## src/rtl/dcache_pkg.sv

```systemverilog
// Shared types and geometry for the data-cache miss controller.
// The default line geometry matches the attached data cache.
package dcache_pkg;

  localparam int BLOCK_SIZE = 128;
  localparam int WORDS      = BLOCK_SIZE / 32;

  typedef enum logic [2:0] {
    IDLE,
    MISS_REQ,
    MISS_FILL,
    REPAIR,
    LD_RESP,
    ST_MEM
  } state_e;

  // Clears the byte-offset-within-line bits of an address.
  function automatic logic [31:0] line_mask(input int block_size);
    return ~(32'(block_size / 8) - 32'd1);
  endfunction

  localparam logic [31:0] LINE_ADDR_MASK = line_mask(BLOCK_SIZE);

endpackage

```

## src/rtl/dcache_miss_ctrl_if.sv

```systemverilog
// Memory-side request/response bus of the miss controller.
// master = controller, slave = memory.
interface dcache_miss_ctrl_if;

  logic        mem_req_valid_o;
  logic        mem_req_ready_i;
  logic        mem_req_we_o;
  logic [31:0] mem_req_addr_o;
  logic [31:0] mem_req_wdata_o;
  logic        mem_resp_valid_i;
  logic [31:0] mem_resp_data_i;

  modport master (
    output mem_req_valid_o, mem_req_we_o, mem_req_addr_o, mem_req_wdata_o,
    input  mem_req_ready_i, mem_resp_valid_i, mem_resp_data_i
  );

  modport slave (
    input  mem_req_valid_o, mem_req_we_o, mem_req_addr_o, mem_req_wdata_o,
    output mem_req_ready_i, mem_resp_valid_i, mem_resp_data_i
  );

endinterface

```

## src/rtl/dcache_fill_buffer.sv

```systemverilog
// Refill assembly: places 32-bit beats into a line register in arrival order
// and flags the beat that completes the line.
module dcache_fill_buffer #(
  parameter int BLOCK_SIZE = 128,
  parameter int WORDS      = BLOCK_SIZE / 32
) (
  input  logic                  clk,
  input  logic                  rst,
  input  logic                  i_beat_valid,
  input  logic [31:0]           i_beat_data,
  output logic [BLOCK_SIZE-1:0] o_line,
  output logic                  o_last
);

  localparam int CNT_W = (WORDS > 1) ? $clog2(WORDS) : 1;

  logic [CNT_W-1:0]      r_cnt;
  logic [BLOCK_SIZE-1:0] r_line;
  logic                  w_last;

  assign w_last = i_beat_valid && (r_cnt == CNT_W'(WORDS - 1));
  assign o_last = w_last;
  assign o_line = r_line;

  // NOTE: the line register is a plain flop array, so it is cleared on reset
  // like any other state; an abandoned refill must not leave stale beats.
  always_ff @(posedge clk) begin
    if (rst) begin
      r_cnt  <= '0;
      r_line <= '0;
    end else if (i_beat_valid) begin
      r_line[32*r_cnt +: 32] <= i_beat_data;
      r_cnt                  <= w_last ? '0 : r_cnt + CNT_W'(1);
    end
  end

endmodule

```

## src/rtl/dcache_miss_ctrl.sv

```systemverilog
// Blocking data-cache miss controller: 1-cycle load hits, line refill on miss,
// write-through / no-allocate stores, one outstanding memory request.
module dcache_miss_ctrl #(
  parameter int BLOCK_SIZE = dcache_pkg::BLOCK_SIZE,
  parameter int WORDS      = BLOCK_SIZE / 32
) (
  input  logic                  clk,
  input  logic                  rst,
  // core load port
  input  logic                  ld_valid_i,
  output logic                  ld_ready_o,
  input  logic [31:0]           ld_addr_i,
  output logic                  ld_resp_valid_o,
  output logic [31:0]           ld_resp_data_o,
  // core store port
  input  logic                  st_valid_i,
  output logic                  st_ready_o,
  input  logic [31:0]           st_addr_i,
  input  logic [31:0]           st_data_i,
  output logic                  st_done_o,
  // data cache ports
  output logic                  c_r_en_o,
  output logic [31:0]           c_r_addr_o,
  input  logic [31:0]           c_r_data_i,
  input  logic                  c_r_hit_i,
  output logic                  c_w_en_o,
  output logic [31:0]           c_w_addr_o,
  output logic [31:0]           c_w_data_o,
  output logic                  c_is_repair_o,
  output logic [BLOCK_SIZE-1:0] c_repair_data_o,
  // memory bus
  dcache_miss_ctrl_if.master    mem
);

  import dcache_pkg::state_e;
  import dcache_pkg::IDLE;
  import dcache_pkg::MISS_REQ;
  import dcache_pkg::MISS_FILL;
  import dcache_pkg::REPAIR;
  import dcache_pkg::LD_RESP;
  import dcache_pkg::ST_MEM;
  import dcache_pkg::line_mask;

  localparam int CNT_W = (WORDS > 1) ? $clog2(WORDS) : 1;
  localparam logic [31:0] LINE_MASK =
    (BLOCK_SIZE == dcache_pkg::BLOCK_SIZE) ? dcache_pkg::LINE_ADDR_MASK : line_mask(BLOCK_SIZE);

  state_e                r_state;
  state_e                w_next;
  logic [31:0]           r_addr;
  logic [31:0]           r_data;
  logic                  r_hit_resp;
  logic [31:0]           r_hit_data;
  logic                  r_st_done;

  logic                  w_ld_take;
  logic                  w_st_take;
  logic                  w_hit_take;
  logic                  w_st_done_set;
  logic                  w_beat_valid;
  logic                  w_last;
  logic [BLOCK_SIZE-1:0] w_line;
  logic [CNT_W-1:0]      w_sel;
  logic [31:0]           w_resp_word;
  logic [31:0]           w_line_addr;

  // Beats are only meaningful while a refill is in progress.
  assign w_beat_valid = !rst && (r_state == MISS_FILL) && mem.mem_resp_valid_i;
  assign w_sel        = r_addr[CNT_W+1:2];
  assign w_resp_word  = w_line[32*w_sel +: 32];
  assign w_line_addr  = r_addr & LINE_MASK;
  assign c_repair_data_o = w_line;

  dcache_fill_buffer #(
    .BLOCK_SIZE (BLOCK_SIZE),
    .WORDS      (WORDS)
  ) u_fill_buffer (
    .clk          (clk),
    .rst          (rst),
    .i_beat_valid (w_beat_valid),
    .i_beat_data  (mem.mem_resp_data_i),
    .o_line       (w_line),
    .o_last       (w_last)
  );

  // NOTE: all state updates use non-blocking assignments so every flop
  // samples the pre-edge values regardless of statement order.
  always_ff @(posedge clk) begin
    if (rst) begin
      r_state    <= IDLE;
      r_addr     <= '0;
      r_data     <= '0;
      r_hit_resp <= 1'b0;
      r_hit_data <= '0;
      r_st_done  <= 1'b0;
    end else begin
      r_state    <= w_next;
      r_hit_resp <= w_hit_take;
      r_st_done  <= w_st_done_set;
      if (w_hit_take) r_hit_data <= c_r_data_i;
      if (w_st_take) begin
        r_addr <= st_addr_i;
        r_data <= st_data_i;
      end else if (w_ld_take) begin
        r_addr <= ld_addr_i;
      end
    end
  end

  // NOTE: every output of this block gets a default first, so no path through
  // the case statement can leave a value unassigned and infer a latch.
  always_comb begin
    w_next               = r_state;
    ld_ready_o           = 1'b0;
    st_ready_o           = 1'b0;
    ld_resp_valid_o      = 1'b0;
    ld_resp_data_o       = r_hit_data;
    st_done_o            = 1'b0;
    c_r_en_o             = 1'b0;
    c_r_addr_o           = '0;
    c_w_en_o             = 1'b0;
    c_w_addr_o           = '0;
    c_w_data_o           = '0;
    c_is_repair_o        = 1'b0;
    mem.mem_req_valid_o  = 1'b0;
    mem.mem_req_we_o     = 1'b0;
    mem.mem_req_addr_o   = '0;
    mem.mem_req_wdata_o  = '0;
    w_ld_take            = 1'b0;
    w_st_take            = 1'b0;
    w_hit_take           = 1'b0;
    w_st_done_set        = 1'b0;

    if (rst) begin
      w_next = IDLE;
    end else begin
      ld_resp_valid_o = r_hit_resp;
      st_done_o       = r_st_done;
      unique case (r_state)
        IDLE: begin
          st_ready_o = 1'b1;
          ld_ready_o = !st_valid_i;
          if (st_valid_i) begin
            // Write-through: the cache updates itself only if the word hits.
            c_w_en_o   = 1'b1;
            c_w_addr_o = st_addr_i;
            c_w_data_o = st_data_i;
            w_st_take  = 1'b1;
            w_next     = ST_MEM;
          end else if (ld_valid_i) begin
            c_r_en_o   = 1'b1;
            c_r_addr_o = ld_addr_i;
            w_ld_take  = 1'b1;
            if (c_r_hit_i) w_hit_take = 1'b1;
            else           w_next     = MISS_REQ;
          end
        end
        MISS_REQ: begin
          mem.mem_req_valid_o = 1'b1;
          mem.mem_req_addr_o  = w_line_addr;
          if (mem.mem_req_ready_i) w_next = MISS_FILL;
        end
        MISS_FILL: begin
          if (w_last) w_next = REPAIR;
        end
        REPAIR: begin
          c_w_en_o      = 1'b1;
          c_is_repair_o = 1'b1;
          c_w_addr_o    = w_line_addr;
          w_next        = LD_RESP;
        end
        LD_RESP: begin
          ld_resp_valid_o = 1'b1;
          ld_resp_data_o  = w_resp_word;
          w_next          = IDLE;
        end
        ST_MEM: begin
          mem.mem_req_valid_o = 1'b1;
          mem.mem_req_we_o    = 1'b1;
          mem.mem_req_addr_o  = r_addr;
          mem.mem_req_wdata_o = r_data;
          if (mem.mem_req_ready_i) begin
            w_st_done_set = 1'b1;
            w_next        = IDLE;
          end
        end
        default: w_next = IDLE;
      endcase
    end
  end

endmodule
```

## src/flat_wrapper.sv

```systemverilog
// flat-port wrapper written by rule: the top's interface ports become plain ports
module dcache_miss_ctrl_flat import dcache_pkg::state_e; import dcache_pkg::IDLE; import dcache_pkg::MISS_REQ; import dcache_pkg::MISS_FILL; import dcache_pkg::REPAIR; import dcache_pkg::LD_RESP; import dcache_pkg::ST_MEM; import dcache_pkg::line_mask;
#(
  parameter int BLOCK_SIZE = dcache_pkg::BLOCK_SIZE,
  parameter int WORDS      = BLOCK_SIZE / 32
)
  (clk, rst, ld_valid_i, ld_ready_o, ld_addr_i, ld_resp_valid_o, ld_resp_data_o, st_valid_i, st_ready_o, st_addr_i, st_data_i, st_done_o, c_r_en_o, c_r_addr_o, c_r_data_i, c_r_hit_i, c_w_en_o, c_w_addr_o, c_w_data_o, c_is_repair_o, c_repair_data_o, mem_mem_req_valid_o, mem_mem_req_we_o, mem_mem_req_addr_o, mem_mem_req_wdata_o, mem_mem_req_ready_i, mem_mem_resp_valid_i, mem_mem_resp_data_i);
  dcache_miss_ctrl_if mem_i ();
  input  logic clk;
  input  logic rst;
  input  logic ld_valid_i;
  output logic ld_ready_o;
  input  logic [31:0] ld_addr_i;
  output logic ld_resp_valid_o;
  output logic [31:0] ld_resp_data_o;
  input  logic st_valid_i;
  output logic st_ready_o;
  input  logic [31:0] st_addr_i;
  input  logic [31:0] st_data_i;
  output logic st_done_o;
  output logic c_r_en_o;
  output logic [31:0] c_r_addr_o;
  input  logic [31:0] c_r_data_i;
  input  logic c_r_hit_i;
  output logic c_w_en_o;
  output logic [31:0] c_w_addr_o;
  output logic [31:0] c_w_data_o;
  output logic c_is_repair_o;
  output logic [BLOCK_SIZE-1:0] c_repair_data_o;
  output wire logic [$bits(mem_i.mem_req_valid_o)-1:0] mem_mem_req_valid_o;
  output wire logic [$bits(mem_i.mem_req_we_o)-1:0] mem_mem_req_we_o;
  output wire logic [$bits(mem_i.mem_req_addr_o)-1:0] mem_mem_req_addr_o;
  output wire logic [$bits(mem_i.mem_req_wdata_o)-1:0] mem_mem_req_wdata_o;
  input wire logic [$bits(mem_i.mem_req_ready_i)-1:0] mem_mem_req_ready_i;
  input wire logic [$bits(mem_i.mem_resp_valid_i)-1:0] mem_mem_resp_valid_i;
  input wire logic [$bits(mem_i.mem_resp_data_i)-1:0] mem_mem_resp_data_i;
  assign mem_mem_req_valid_o = mem_i.mem_req_valid_o;
  assign mem_mem_req_we_o = mem_i.mem_req_we_o;
  assign mem_mem_req_addr_o = mem_i.mem_req_addr_o;
  assign mem_mem_req_wdata_o = mem_i.mem_req_wdata_o;
  assign mem_i.mem_req_ready_i = mem_mem_req_ready_i;
  assign mem_i.mem_resp_valid_i = mem_mem_resp_valid_i;
  assign mem_i.mem_resp_data_i = mem_mem_resp_data_i;
  dcache_miss_ctrl #(.BLOCK_SIZE(BLOCK_SIZE), .WORDS(WORDS)) u_core (.clk(clk), .rst(rst), .ld_valid_i(ld_valid_i), .ld_ready_o(ld_ready_o), .ld_addr_i(ld_addr_i), .ld_resp_valid_o(ld_resp_valid_o), .ld_resp_data_o(ld_resp_data_o), .st_valid_i(st_valid_i), .st_ready_o(st_ready_o), .st_addr_i(st_addr_i), .st_data_i(st_data_i), .st_done_o(st_done_o), .c_r_en_o(c_r_en_o), .c_r_addr_o(c_r_addr_o), .c_r_data_i(c_r_data_i), .c_r_hit_i(c_r_hit_i), .c_w_en_o(c_w_en_o), .c_w_addr_o(c_w_addr_o), .c_w_data_o(c_w_data_o), .c_is_repair_o(c_is_repair_o), .c_repair_data_o(c_repair_data_o), .mem(mem_i));
endmodule
```

## config.mk

```make
export PLATFORM = sky130hd
export DESIGN_NAME = dcache_miss_ctrl_flat
export DESIGN_NICKNAME = d
export VERILOG_FILES = /design/src/rtl/dcache_pkg.sv /design/src/rtl/dcache_miss_ctrl_if.sv /design/src/rtl/dcache_fill_buffer.sv /design/src/rtl/dcache_miss_ctrl.sv /design/src/flat_wrapper.sv
export SDC_FILE = /design/constraint.sdc
export NUM_CORES = 1
export LEC_CHECK = 0
export ABC_CLOCK_PERIOD_IN_PS = 3600
export BUFFER_PORTS_ARGS = -buffer_cell sky130_fd_sc_hd__buf_4
export CORE_AREA = 2 2 205 207
export DETAILED_ROUTE_END_ITERATION = 10
export DIE_AREA = 0 0 207 209
export GPL_TIMING_DRIVEN = 0
export PLACE_DENSITY = 0.61
export SLEW_MARGIN = 20
export SYNTH_ARGS = -nofsm -noshare
export SYNTH_HDL_FRONTEND = slang
export SYNTH_SLANG_ARGS = --single-unit
```

## constraint.sdc

```tcl
create_clock -name clk -period 3.6 [get_ports clk]
set_input_delay 0.18 -clock clk [delete_from_list [all_inputs] [get_ports clk]]
set_output_delay 0.18 -clock clk [all_outputs]
set_load 0.01 [all_outputs]
```

==> results of run 1 <==
-- critical path, stage by stage (launching register included) --
cell and delay, ns:
dfxtp_1 0.33, buf_2 0.19, nor4b_1 0.48, buf_2 0.35
clkbuf_1 0.41, nand2_1 0.21, a21oi_1 0.23, buf_4 0.16
-- power groups by stage --
stage / registers (mW) / logic, mW / clock network, mW
4_1_cts: 2.72 / 1.35 / 3.51
3_3_place_gp: 2.77 / 1.18 / 0
5_1_grt: 2.73 / 1.45 / 3.62
6_report: 2.72 / 1.36 / 3.45
3_5_place_dp: 2.77 / 1.19 / 0
2_1_floorplan: 2.76 / 0.595 / 0
-- final timing paths --
| kind | startpoint | end | slack, ns | cells past startpoint |
|---|---|---|---|---|
| hold / removal | st_data_i[13] | u_core.r_data[13]$_SDFFE_PP0N_ | 0.04 | 3 |
| hold reg to reg | u_core.r_data[2]$_SDFFE_PP0N_ | u_core.r_data[2]$_SDFFE_PP0N_ | 0.44 | 1 |
| setup / recovery | u_core.r_state[0]$_SDFFE_PP0P_ | c_w_addr_o[26] | 0.50 | 7 |
| setup reg to reg | u_core.r_state[0]$_SDFFE_PP0P_ | u_core.r_addr[26]$_SDFFE_PP0P_ | 0.85 | 7 |
-- state kept, by name (all words and copies together), names as in the netlist --
name                         cells
u_core.r_addr                   32
u_core.r_data                   32
u_core.r_hit_data               32
u_core.r_hit_resp                1
u_core.r_st_done                 1
u_core.r_state                   3
u_core.u_fill_buffer.o_line    128
u_core.u_fill_buffer.r_cnt       2
-- layer usage --
metal	vias to the layer above	share of wire
li1	6024	-
met1	6324	0.40
met2	627	0.50
met3	89	0.079
met4	0	0.026
met5	-	0
-- cells in the final DEF (no fill, tap or decap), types with 28 or more instances in the layout --
cell / count
mux2_2: 35
o21ai_0: 156
a21o_1: 35
and2_1: 66
a31oi_1: 28
nor2b_1: 37
clkbuf_1: 115
and3_1: 44
buf_4: 495
dlygate4sd3_1: 147
mux2_4: 29
nand3_1: 31
clkbuf_16: 29
inv_1: 34
nand2_1: 99
dfxtp_1: 231
mux4_2: 32
nand4_1: 128
a21oi_1: 116
-- synthesized netlist by cell type (all sizes together), types with 32 or more instances --
| master | instances |
|---|---|
| a21oi | 116 |
| dfxtp | 231 |
| nor2b | 37 |
| clkbuf | 113 |
| nand2 | 99 |
| and3 | 44 |
| buf | 32 |
| mux4 | 32 |
| a21o | 35 |
| o21ai | 156 |
| nand4 | 128 |
| mux2 | 64 |
| inv | 35 |
| and2 | 66 |
| nand3 | 32 |
-- logic make-up (layout without fill, tap and decap cells) --
logic type / count (synthesis) / count (layout)
AO/OA/AOI/OAI: 346 / 346
adder cells (fa/ha/maj): 5 / 5
buffers and inverters: 180 / 874
flip-flops: 231 / 231
multiplexers: 98 / 98
other: 0 / 1
AND/OR/NAND/NOR: 434 / 434
-- area by class of cell --
type / instances / share of cell area
multi-input combinational: 883 / 0.326
timing repair buffer: 641 / 0.282
sequential: 231 / 0.252
clock buffer: 35 / 0.0430
tap: 539 / 0.0367
buffer: 145 / 0.0342
clock inverter: 18 / 0.0183
inverter: 35 / 0.00743
antenna: 1 / 0.000136
==> results.cfg, run 1 <==
[global_routing]
use_met3 = 0.0543
grt_pass1_wl_um = 84900
grt.met2_usage = 0.453
top_usage_layer = met2
antenna_found_initial = 1
grt_overflow = 0
groute.usage.overall = 0.255
met1_usage = 0.311
grt_max_degree = 15
grt_pass1_vias = 13300

[drt]
detailedRoute.firstPassIterationCount = 7
routedWlPerCell_um = 23.0
viasPerCell = 5.17
vias = 13100
wirelength_um = 58100
drc = 0
ant_nets = 0
drtIter0Drc = 1018

[synthesis]
yosys.area_share.adder = 0.00551
syn_area_sq_um = 11400
synth_ff_type = dfxtp_1
synth-simple-area-share = 0.216
synthCells = 1294
synth_top_family_by_area = simple AND/OR/NAND/NOR gates
synth-xor-area-share = 0
synth_warnings = 0
synth_seq_area_share = 0.407
synth.distinct_cells = 42
synth_compound_area_frac = 0.166
synth_top_area_cell = dfxtp_1
synth_top_area_share = 0.407
synthTopCellsByArea = dfxtp_1 (41%), nand4_1 (7.0%), o21ai_0 (6.9%)
synth_edf_count = 0
async_reset_ff_frac = 0
syn_area_per_cell_sq_um = 8.78
synthMuxAreaShare = 0.138
syn_nets = 1466
ys_ff_latch = 231

[place]
dp_hpwl_um = 44100
numPortBuffers = 494
routabilityCongestion = 0.901
pre_cts_ws_ns = 0.949
dpl_cell_area_sq_um = 15800
post-place-cells = 2327

[timing]
setup_tns_ns = 0
fin_skew_ns = 0.0199
setup_viol = 0
tightest_slew_ns = 0.857
period_needed_ns = 3.10
hold_violations = 0
period_share = 0.861
fmax_mhz = 322
hold_ws_ns = 0.0383
slew_violations = 0
grt_setup_unrepaired = no
fin_ws_ns = 0.499
slew_headroom = 0.429

[clock_tree]
insertion_delay_ns = 0.57
htreeDepth = 1
hold_buffers = 147
ctsResizeCount = 0
cts_sinks = 231
cts_root_buffer = clkbuf_16
post_cts_buffers = 0
cts_buffers = 29
path_clk_slew_ns = 0.06
tritoncts = yes
clock_path_buffers = 3

[power_and_ir_drop]
power_density_nw_per_um2 = 410
p_int_mw = 5.45
finalPower_mw = 7.53
clock_power_share = 0.458
swShare = 0.276
comb_power_share = 0.180
ir_drop_v = 0.000338
leakage_nw = 8.30
seqPwrFrac = 0.361
switching_power_mw = 2.08

[layout]
final_cells = 2528
fillers = 4050
multi_input_area_sq_um = 5980
drive_gt1_frac = 0.338
stdcell_area_sq_um = 18400
finalNetCount = 2138
ff_latch_area_sq_um = 4620
area_growth_pct = 61.5
final_core_util = 0.444

[run]
drv_cap = 0

[floorplanning]
die-width_um = 207
die_h_um = 209
coreArea_sq_um = 41300
io_pins = 496
rows = 75
start_util = 0.275
dieArea_sq_um = 43300

[worst_setup_path]
cp.required_ns = 3.42
cp-end-kind = primary output
criticalPathCategory = flop to primary output
cp-start-kind = flop
arrival_ns = 2.92
critPathMaxFanout = 10

[outcome]
outcome = completed

[hold_path]
hold_class = primary input to flop
Power figures use the tool's default switching activity.
==> run 2: changes to the inputs <==
--- a/config.mk
+++ b/config.mk
@@ -7,11 +7,11 @@
 export LEC_CHECK = 0
 export ABC_CLOCK_PERIOD_IN_PS = 3600
 export BUFFER_PORTS_ARGS = -buffer_cell sky130_fd_sc_hd__buf_4
-export CORE_AREA = 2 2 205 207
+export CORE_AREA = 2 2 195 197
 export DETAILED_ROUTE_END_ITERATION = 10
-export DIE_AREA = 0 0 207 209
+export DIE_AREA = 0 0 197 199
 export GPL_TIMING_DRIVEN = 0
-export PLACE_DENSITY = 0.61
+export PLACE_DENSITY = 0.65
 export SLEW_MARGIN = 20
 export SYNTH_ARGS = -nofsm -noshare
 export SYNTH_HDL_FRONTEND = slang
==> run 2 against run 1 <==
- design area is 1.2% lower
- sequential cell count did not move
- largest power group unchanged
- sequential share of layout area grew 0.30 points
- highest routed layer unchanged
==> results.cfg, run 2 (synthesis gave the netlist of run 1 again) <==
[outcome]
outcome = completed

[timing]
slew_violations = 0
fmax_mhz = 322
period_needed_ns = 3.10
setup_viol = 0
slew_headroom = 0.429
tightest_slew_ns = 0.855
setup_tns_ns = 0
period_share = 0.862
fin_skew_ns = 0.0256
grt_setup_unrepaired = no
fin_ws_ns = 0.497
hold_violations = 0

[global_routing]
grt_pass1_vias = 13200
grt_overflow = 0
grt_pass1_wl_um = 80500
grt_max_degree = 15
groute.usage.overall = 0.269
antenna_found_initial = 2

[worst_setup_path]
cp.required_ns = 3.42
crit_path_frequent_cell = buf_2
criticalPathCategory = flop to primary output
reg2reg_depth = 7
critPathMaxFanout = 10
max_stage_delay_ns = 0.55
path_cells = buf_2 > nor4b_1 > buf_2 > clkbuf_1 > nand2_1 > a21oi_1 > buf_4
arrival_ns = 2.92
cp-end-kind = primary output
cp-start-kind = flop
worstSetupPathDepth = 7
cpMaxStageDelayCell = nor4b_1
crit_buf_inv = 4
cp_top_family = buffers and inverters

[drt]
routedWlPerCell_um = 22.5
ant_nets = 0
detailedRoute.firstPassIterationCount = 7
vias = 13200
drc = 0
viasPerCell = 5.37
wirelength_um = 55400
drtIter0Drc = 858

[power_and_ir_drop]
ir_drop_v = 0.000311
power_density_nw_per_um2 = 396
leakage_nw = 8.25

[floorplanning]
coreArea_sq_um = 37100
die_h_um = 199
rows = 71
dieArea_sq_um = 39200
start_util = 0.306
die-width_um = 197
io_pins = 496

[layout]
largest_reg_flops = 128
ff_latch_area_sq_um = 4620
final_cell_mix = buf_4 (495), dfxtp_1 (231), o21ai_0 (156)
drive_gt1_frac = 0.334
multi_input_area_sq_um = 5980
area_growth_pct = 59.6
finalNetCount = 2137
final_common_cell = buf_4
final_cells = 2462
fillers = 3573

[clock_tree]
cts_root_buffer = clkbuf_16
ctsResizeCount = 0
cts_buffers = 29
post_cts_buffers = 0
hold_buffers = 146
insertion_delay_ns = 0.57
cts_sinks = 231
clock_path_buffers = 3
tritoncts = yes
path_clk_slew_ns = 0.06
htreeDepth = 1

[hold_path]
hold_depth = 3
hold_class = primary input to flop

[place]
numPortBuffers = 494
routabilityCongestion = 0.902
post-place-cells = 2262
pre_cts_ws_ns = 1.05
dp_hpwl_um = 41600

[run]
drv_cap = 0
## run 2: worst paths after layout
path | start | end | slack [ns]
max | u_core.r_state[2]$_SDFFE_PP0P_ | c_w_addr_o[26] | 0.50
min | ld_addr_i[23] | u_core.r_addr[23]$_SDFFE_PP0P_ | 0.02
max reg2reg | u_core.r_state[2]$_SDFFE_PP0P_ | u_core.r_addr[28]$_SDFFE_PP0P_ | 0.78
min reg2reg | u_core.r_data[29]$_SDFFE_PP0N_ | u_core.r_data[29]$_SDFFE_PP0N_ | 0.44
## run 2: area by class of cell
cell class,count,area share
timing repair buffer,640,0.285
clock buffer,42,0.0449
clock inverter,10,0.0102
antenna,2,0.000276
sequential,231,0.255
inverter,35,0.00752
multi-input combinational,883,0.330
buffer,145,0.0346
tap,474,0.0327
## run 2: per-layer routing
layer	vias up	track usage	wire length, um
met5	-	0	0
li1	6019	-	-
met3	112	0.0554	4530
met1	6425	0.324	21500
met4	0	0.101	2040
met2	677	0.473	27300
## run 2: worst reg2reg max path, stage by stage, from the launching register on
cell and delay (ns):
dfxtp_1 0.33, buf_2 0.19, nor4b_1 0.55, buf_2 0.39
clkbuf_1 0.43, nand2_1 0.15, a31oi_1 0.16, dlygate4sd3_1 0.58
## run 2: where the power goes
part           switching [mW]  internal (mW)
registers              0.0602           2.66
logic                   0.755          0.592
clock network            1.19           1.92
total                    2.01           5.17
## run 2: stage by stage
step	power [mW]	instance area (sq um)	util	hold WS [ns]
finish	7.18	18100	0.488	0.0153
global route	7.42	18100	0.488	0.00936
CTS	7.21	18100	0.488	0.00163
detailed placement	3.95	15700	0.422	0.406
global placement	3.93	15700	0.422	0.395
floorplan	3.35	11400	-	0.279
==> run 3: changes to the inputs <==
--- a/config.mk
+++ b/config.mk
@@ -12,7 +12,6 @@
 export DIE_AREA = 0 0 197 199
 export GPL_TIMING_DRIVEN = 0
 export PLACE_DENSITY = 0.65
-export SLEW_MARGIN = 20
 export SYNTH_ARGS = -nofsm -noshare
 export SYNTH_HDL_FRONTEND = slang
 export SYNTH_SLANG_ARGS = --single-unit
==> constraint.sdc (replaced) <==
create_clock -name clk -period 3.6 [get_ports clk]
set_input_delay 0.18 -clock clk [delete_from_list [all_inputs] [get_ports clk]]
set_output_delay 0.18 -clock clk [all_outputs]
set_load 0.02 [all_outputs]
==> run 3 against run 2 <==
- fmax fell by 1.0%
- combinational power grew 6%
- non-clock buffer count increased by 6
- register-to-register slack improved by 0.03 ns
- design area increased by 0.14%
- critical endpoint is now c_w_addr_o[25]
- final cell count increased by 0.41%
- via count is 0.18% lower
==> results.cfg, run 3 (synthesis gave the netlist of run 1 again) <==
[timing]
period_share = 0.871
tightest_slew_ns = 0.867
setup_viol = 0
fin_skew_ns = 0.0230
grt_setup_unrepaired = no
period_needed_ns = 3.14
hold_ws_ns = 0.0380
fmax_mhz = 319
fin_ws_ns = 0.465
setup_tns_ns = 0
hold_violations = 0
slew_headroom = 0.419
slew_violations = 0

[power_and_ir_drop]
power_density_nw_per_um2 = 391
ir_drop_v = 0.000348
finalPower_mw = 7.10
leakage_nw = 8.25

[drt]
drtIter0Drc = 874
routedWlPerCell_um = 22.5
wirelength_um = 55500
detailedRoute.firstPassIterationCount = 5
drc = 0
ant_nets = 0
vias = 13200
viasPerCell = 5.34

[clock_tree]
path_clk_slew_ns = 0.06
cts_buffers = 29
tritoncts = yes
clock_path_buffers = 3
htreeDepth = 1
cts_sinks = 231
insertion_delay_ns = 0.59
cts_root_buffer = clkbuf_16
post_cts_buffers = 0

[worst_setup_path]
cp_top_family = buffers and inverters
reg2reg_depth = 7
criticalPathCategory = flop to primary output
cp.required_ns = 3.42
crit_path_frequent_cell = buf_2
arrival_ns = 2.96
max_stage_delay_ns = 0.54
cp-end-kind = primary output
cp-start-kind = flop
path_cells = buf_2 > nor4b_1 > buf_2 > clkbuf_1 > nand2_1 > a21oi_1 > buf_4
critPathMaxFanout = 10
crit_buf_inv = 4
worstSetupPathDepth = 7
cpMaxStageDelayCell = nor4b_1

[layout]
drive_gt1_frac = 0.336
area_growth_pct = 59.9
final_cells = 2472
final_common_cell = buf_4
final_cell_mix = buf_4 (495), dfxtp_1 (231), o21ai_0 (156)
largest_reg_flops = 128
finalNetCount = 2143

[floorplanning]
coreArea_sq_um = 37100
rows = 71
start_util = 0.306
dieArea_sq_um = 39200
io_pins = 496
die_h_um = 199
die-width_um = 197

[outcome]
outcome = completed

[global_routing]
groute.usage.overall = 0.271
grt_overflow = 0
grt_pass1_wl_um = 80600
antenna_found_initial = 5
grt_max_degree = 16
grt_pass1_vias = 13200

[place]
dp_hpwl_um = 41500
pre_cts_ws_ns = 0.635
post-place-cells = 2262
routabilityCongestion = 0.902
numPortBuffers = 494

[run]
drv_cap = 0

[hold_path]
hold_class = primary input to flop
hold_depth = 3
## run 3: power breakdown
part / switching [mW] / internal (mW) / total (mW)
registers: 0.0603 / 2.66 / 2.72
clock network: 1.25 / 1.70 / 2.95
logic: 0.826 / 0.600 / 1.43
total: 2.14 / 4.96 / 7.10
## run 3: final cells by class
| cell class | instances | area, sq um |
|---|---|---|
| fill | 3526 | 19000 |
| multi-input combinational | 883 | 5980 |
| timing repair buffer | 646 | 5230 |
| sequential | 231 | 4620 |
| clock buffer | 40 | 837 |
| buffer | 145 | 628 |
| tap | 474 | 593 |
| inverter | 35 | 136 |
| clock inverter | 13 | 121 |
| antenna | 5 | 12.5 |
## run 3: final timing paths
check / start / to / slack [ns]
max reg2reg: u_core.r_state[2]$_SDFFE_PP0P_ / u_core.r_addr[22]$_SDFFE_PP0P_ / 0.81
max: u_core.r_state[2]$_SDFFE_PP0P_ / c_w_addr_o[25] / 0.46
min reg2reg: u_core.r_data[31]$_SDFFE_PP0N_ / u_core.r_data[31]$_SDFFE_PP0N_ / 0.44
min: ld_addr_i[1] / u_core.r_addr[1]$_SDFFE_PP0P_ / 0.04
## run 3: per-layer routing
metal / GRT usage / wire length, um
met4: 0.0997 / 2060
met3: 0.0670 / 4670
met5: 0 / 0
met1: 0.317 / 21300
met2: 0.480 / 27500
## run 3: timing repair
action	in CTS	in global routing
endpoints found under the hold margin	223	0
endpoints found under the setup margin	1	0
gates resized for setup	1	0
hold buffers	152	0
## run 3: worst register-to-register path: stages, from the launching register on
cell and delay (ns):
dfxtp_1 0.33, buf_2 0.18, nor4b_1 0.54, buf_2 0.37, clkbuf_1 0.43, nand2_1 0.16
a31oi_1 0.16, dlygate4sd3_1 0.57
## run 3: stage by stage
| stage | instance area (sq um) | utilization |
|---|---|---|
| 6_report | 18200 | 0.489 |
| 5_1_grt | 18200 | 0.489 |
| 4_1_cts | 18200 | 0.489 |
| 3_5_place_dp | 15700 | 0.422 |
| 3_3_place_gp | 15700 | 0.422 |
| 2_1_floorplan | 11400 | - |
